## config.mk

```make
export PLATFORM = sky130hd
export DESIGN_NAME = updown_counter
export DESIGN_NICKNAME = d
export VERILOG_FILES = /design/src/rtl/counter_pkg.sv /design/src/rtl/counter_prescaler.sv /design/src/rtl/updown_counter.sv
export SDC_FILE = /design/constraint.sdc
export NUM_CORES = 1
export LEC_CHECK = 0
export ABC_CLOCK_PERIOD_IN_PS = 2400
export BUFFER_PORTS_ARGS = -buffer_cell sky130_fd_sc_hd__buf_2
export CAP_MARGIN = 30
export CORE_AREA = 2 2 39 41
export DETAILED_ROUTE_END_ITERATION = 7
export DIE_AREA = 0 0 41 43
export PLACE_DENSITY = 0.6
export SLEW_MARGIN = 10
export SYNTH_ARGS = -nofsm -noshare
export SYNTH_HDL_FRONTEND = slang
export SYNTH_HIERARCHICAL = 1
export SYNTH_SLANG_ARGS = --single-unit
export TNS_END_PERCENT = 100
```

## constraint.sdc

```tcl
create_clock -name clk -period 2.4 [get_ports clk]
set_input_delay 0.36 -clock clk [delete_from_list [all_inputs] [get_ports clk]]
set_output_delay 0.36 -clock clk [all_outputs]
set_load 0.01 [all_outputs]
```

## src/rtl/counter_pkg.sv

```systemverilog
// Shared constants and helpers for the counter family (mode, direction, default terminal count).
// Latency: n/a (package only).
// Backpressure: n/a (package only).
package counter_pkg;

  // Overflow/underflow handling at the count bounds
  localparam int CNT_MODE_WRAP = 0;
  localparam int CNT_MODE_SAT  = 1;

  // Meaning of the up_down input
  localparam logic CNT_DIR_DOWN = 1'b0;
  localparam logic CNT_DIR_UP   = 1'b1;

  // Largest value representable in 'width' bits; the natural terminal count
  function automatic int cnt_default_max(input int width);
    return (1 << width) - 1;
  endfunction

endpackage

```

## src/rtl/counter_prescaler.sv

```systemverilog
// Prescaler: emits a tick on every DIV-th cycle with enable high, then restarts its phase.
// Latency: tick is combinational from the current phase and enable; the phase updates on clk.
// Backpressure: none; enable low freezes the phase, clear zeroes it.
module counter_prescaler #(
  parameter int DIV = 1
) (
  input  logic clk,
  input  logic reset,
  input  logic enable,
  input  logic clear,
  output logic tick
);

  // DIV=1 still needs a 1-bit phase so the declarations stay legal
  localparam int            PW   = (DIV > 1) ? $clog2(DIV) : 1;
  localparam logic [PW-1:0] LAST = PW'(DIV - 1);

  logic [PW-1:0] phase;

  assign tick = enable && (phase == LAST);

  // Phase advances on enabled cycles, wraps on the tick, and clear takes priority
  always_ff @(posedge clk or posedge reset) begin
    if (reset) begin
      phase <= '0;
    end else if (clear || tick) begin
      phase <= '0;
    end else if (enable) begin
      phase <= phase + 1'b1;
    end
  end

endmodule

```

## src/rtl/updown_counter.sv

```systemverilog
// Up/down counter with programmable modulus, wrap/saturate, load and sticky over/underflow flags.
// Latency: load, step and flag updates visible one clk after sampling; tc_out pulses with the flag set.
// Backpressure: none; load beats step beats hold. Optional prescaler under UPDOWN_COUNTER_PRESCALE_EN.
module updown_counter
  import counter_pkg::*;
#(
  parameter int WIDTH        = 4,
  parameter int STEP         = 1,
  parameter int MAX_VALUE    = cnt_default_max(WIDTH),
  parameter int SAT_MODE     = CNT_MODE_WRAP,
  parameter int PRESCALE_DIV = 1
) (
  input  logic             clk,
  input  logic             reset,
  input  logic             enable,
  input  logic             up_down,
  input  logic             load,
  input  logic [WIDTH-1:0] load_value,
  input  logic             clear_flags,
  output logic [WIDTH-1:0] counter_out,
  output logic             overflow_out,
  output logic             underflow_out,
  output logic             tc_out
);

  // Parameter sanity checks, caught at elaboration
  if (WIDTH < 2)                                  $error("updown_counter: WIDTH must be >= 2");
  if (MAX_VALUE < 1 || MAX_VALUE > cnt_default_max(WIDTH)) $error("updown_counter: MAX_VALUE out of range");
  if (STEP < 1 || STEP > MAX_VALUE)               $error("updown_counter: STEP out of range");
  if (PRESCALE_DIV < 1)                           $error("updown_counter: PRESCALE_DIV must be >= 1");

  // One extra bit so an up step past the top never aliases back into range
  localparam logic [WIDTH:0]   MAX_W  = (WIDTH+1)'(MAX_VALUE);
  localparam logic [WIDTH:0]   STEP_W = (WIDTH+1)'(STEP);
  localparam logic [WIDTH-1:0] MAX_N  = WIDTH'(MAX_VALUE);
  localparam logic             SAT    = (SAT_MODE != CNT_MODE_WRAP);

  logic             tick;
  logic             do_step;
  logic [WIDTH:0]   cur_w;
  logic [WIDTH:0]   sum_w;
  logic [WIDTH-1:0] nxt_cnt;
  logic             ov_evt;
  logic             un_evt;

`ifdef UPDOWN_COUNTER_PRESCALE_EN
  counter_prescaler #(
    .DIV (PRESCALE_DIV)
  ) u_prescaler (
    .clk    (clk),
    .reset  (reset),
    .enable (enable),
    .clear  (load),
    .tick   (tick)
  );
`else
  assign tick = 1'b1;
`endif

  assign do_step = enable && !load && tick;
  assign cur_w   = {1'b0, counter_out};
  assign sum_w   = cur_w + STEP_W;

  // Next count and bound events; events only fire on a real step
  always_comb begin
    nxt_cnt = counter_out;
    ov_evt  = 1'b0;
    un_evt  = 1'b0;
    if (load) begin
      nxt_cnt = ({1'b0, load_value} > MAX_W) ? MAX_N : load_value;
    end else if (do_step) begin
      if (up_down == CNT_DIR_UP) begin
        if (sum_w <= MAX_W) begin
          nxt_cnt = WIDTH'(sum_w);
        end else begin
          ov_evt  = 1'b1;
          nxt_cnt = SAT ? MAX_N : WIDTH'(sum_w - MAX_W - 1'b1);
        end
      end else begin
        if (cur_w >= STEP_W) begin
          nxt_cnt = WIDTH'(cur_w - STEP_W);
        end else begin
          un_evt  = 1'b1;
          nxt_cnt = SAT ? '0 : WIDTH'(cur_w + MAX_W + 1'b1 - STEP_W);
        end
      end
    end
  end

  // Count, sticky flags (a new event beats clear_flags) and the one-cycle tc pulse
  always_ff @(posedge clk or posedge reset) begin
    if (reset) begin
      counter_out   <= '0;
      overflow_out  <= 1'b0;
      underflow_out <= 1'b0;
      tc_out        <= 1'b0;
    end else begin
      counter_out   <= nxt_cnt;
      overflow_out  <= ov_evt || (overflow_out && !clear_flags);
      underflow_out <= un_evt || (underflow_out && !clear_flags);
      tc_out        <= ov_evt || un_evt;
    end
  end

endmodule

```

==> run metrics <==
vias in the first global route 340; ys async rst share 1.00; Max H-tree Level 1; CTS max path bufs 2; Final WS setup between 600 and 700 ps; cts repair resizes 0; Antenna Cells 0; clock-pin transition on the worst setup and hold timing paths 50 ps; root buf cell clkbuf_4; hpwl dp between 600 and 700 um; Die Footprint 0.00176 mm^2; leading area contributor after synthesis dfrtp_1; Simple-Gate Fraction of Synth Area 0.205; required time worst endpoint about 2600 ps; syn avg cell area a little over 9 um^2; min Tclk post-route 1720 ps; dpl ws 681 ps; Setup Fix Bufs, Post-CTS 0; worst hold path type in2async; fin. max-slew vios 0; FF+latch count, synth 7; Leakage between 0.2 and 0.3 nW; Ports 17; Multi-input gate area about 260 um^2; clock sink total 7; Critical Path Start Type register; post-synthesis compound-gate area fraction 0.154; DP Cell Count 80; Worst-Margin Slew 265 ps; Final nets 83; global-route wire length before repair ~1400 um; FILL cells 157; wire per inst between 10 and 15 um; initial drt markers 4; Slew HR 0.823; Setup CP Type reg2reg; CTS tree yes; Design Power 0.347 mW; final setup fails 0; Die Height ~43 um; ratio of cells with drive above 1 in the final layout 0.338; DR pass1 iterations 3; reg2reg path depth 5; Fin Hold WS 21.0 ps; Mapped Area about 460 um^2; via density per instance 4.76; Main synth FF type dfrtp_1; initial core utilization 0.335; Max VDD drop roughly 0.00027 V; register area 175 um^2; area grow syn2layout 25.6%; detailed-route via count 400; RSZ-0062 raised after global routing no; initial antenna violation count 0; RR Startpoint counter_out[0]; total wire length approximately 890 um; reg2reg end tc_out; Setup TNS Final 0 ps; Cells after Synth 50; core area 0.00138 mm^2; EDFF count, synth 0; largest net degree at the start of global routing 13; XOR/XNOR share of the synthesized area 0.0377; IO buf count 16; worst-path fanout max 8; number of nets with antenna violations after routing 0; post-synthesis sequential area ratio 0.377; Cell Rows 14; Netlist cell types 25; Mapped Nets 64; post-route insts no fill 84; adder-cell share of the synthesized area 0.108; residual DRC count 0; die width 41 um; status complete, no violations; worst-skew pair later-pin latency 260 ps; CTS Hold Bufs 0; Yosys top cell area share 0.377; largest family of logic cells by synthesized area simple AND/OR/NAND/NOR gates; GPL Wtd Cong between 0.6 and 0.7; Period Utilization, post-route 0.715; final hold violation count 0; synth top area cells dfrtp_1 (38%), ha_1 (11%), inv_1 (5.7%), nand2_1 (4.0%), xnor2_1 (3.8%); R2R setup slack approximately 680 ps; Worst setup EP type register; skew final roughly 2.9 ps; Num CTS Buffers 3; Synth Warn # 6; power density cells 596 mW/mm^2; critical path arrival approximately 1900 ps; Max Cap Viol 0; top cells by count, synth dfrtp_1 (7), inv_1 (7), nand2_1 (5); gr ovfl total 0; mux cell area share after synthesis 0.0458; fmax 583 MHz; Total GRT Usage 0.119
## cell usage in the layout (no fill, tap or decap), types with 2 or more instances in the layout
cell type,Yosys,routed
inv_1,7,7
o21ai_0,2,2
xnor2_1,2,2
buf_2,0,16
ha_1,4,4
a21oi_1,2,2
nand2_1,5,5
o22ai_1,2,2
nand3_1,2,2
dfrtp_1,7,7
clkbuf_4,0,3
## worst max-delay path, stage by stage, from the launching register on
cell and delay [ps]:
dfrtp_1 480, inv_1 100, ha_1 310, or3b_2 440
a21o_1 200, a21oi_1 110
## cell type report
cell class                 instances  area share
tap                               16      0.0343
clock buffer                       4      0.0451
inverter                           7      0.0451
multi-input combinational         34       0.438
timing repair buffer              16       0.137
sequential                         7       0.300
## where the power goes
part / switching (mW) / internal, mW / leakage (nW)
Clock: 0.0455 / 0.0636 / 0.0150
Combinational: 0.0447 / 0.0451 / 0.182
Sequential: 0.0193 / 0.129 / 0.0896
Total: 0.109 / 0.238 / 0.287
## cells by family (layout without fill, tap and decap cells)
logic type,after synthesis,after routing
muxes,2,2
xor gates and xnor gates,2,2
adders and majority gates,4,4
AOI/OAI and AO/OA,10,10
and+or+nand+nor,16,16
DFF,7,7
buffers and inverters,9,27
## registers in the layout, indices dropped and copies added, names as in the netlist
| register | flops |
|---|---|
| underflow_out | 1 |
| counter_out | 4 |
| tc_out | 1 |
| overflow_out | 1 |
## layer usage
layer  global-route usage  up-vias  wire (um)
li1                     -      212          -
met1                0.164      174        453
met2                0.156       12        370
met3               0.0157        2         46
met4                0.100        0         19
met5                    0        -          0
## metrics by stage
step / util / instance area [um^2]
finish: 0.421 / 583
global route: 0.421 / 583
CTS: 0.421 / 583
detailed placement: 0.402 / 557
global placement: 0.402 / 557
floorplan: - / 464
## worst max-delay path by stage
| stage | from | slack [ps] | endpoint | cells after the start |
|---|---|---|---|---|
| finish | counter_out[0] | 680 | tc_out | 5 |
| global route | counter_out[0] | 590 | overflow_out | 5 |
| CTS | counter_out[0] | 670 | tc_out | 5 |
| detailed placement | counter_out[0] | 680 | tc_out | 5 |
| global placement | counter_out[0] | 740 | tc_out | 5 |
| floorplan | counter_out[0] | 730 | tc_out | 5 |
Note: power is estimated with default switching activity, not from simulation.
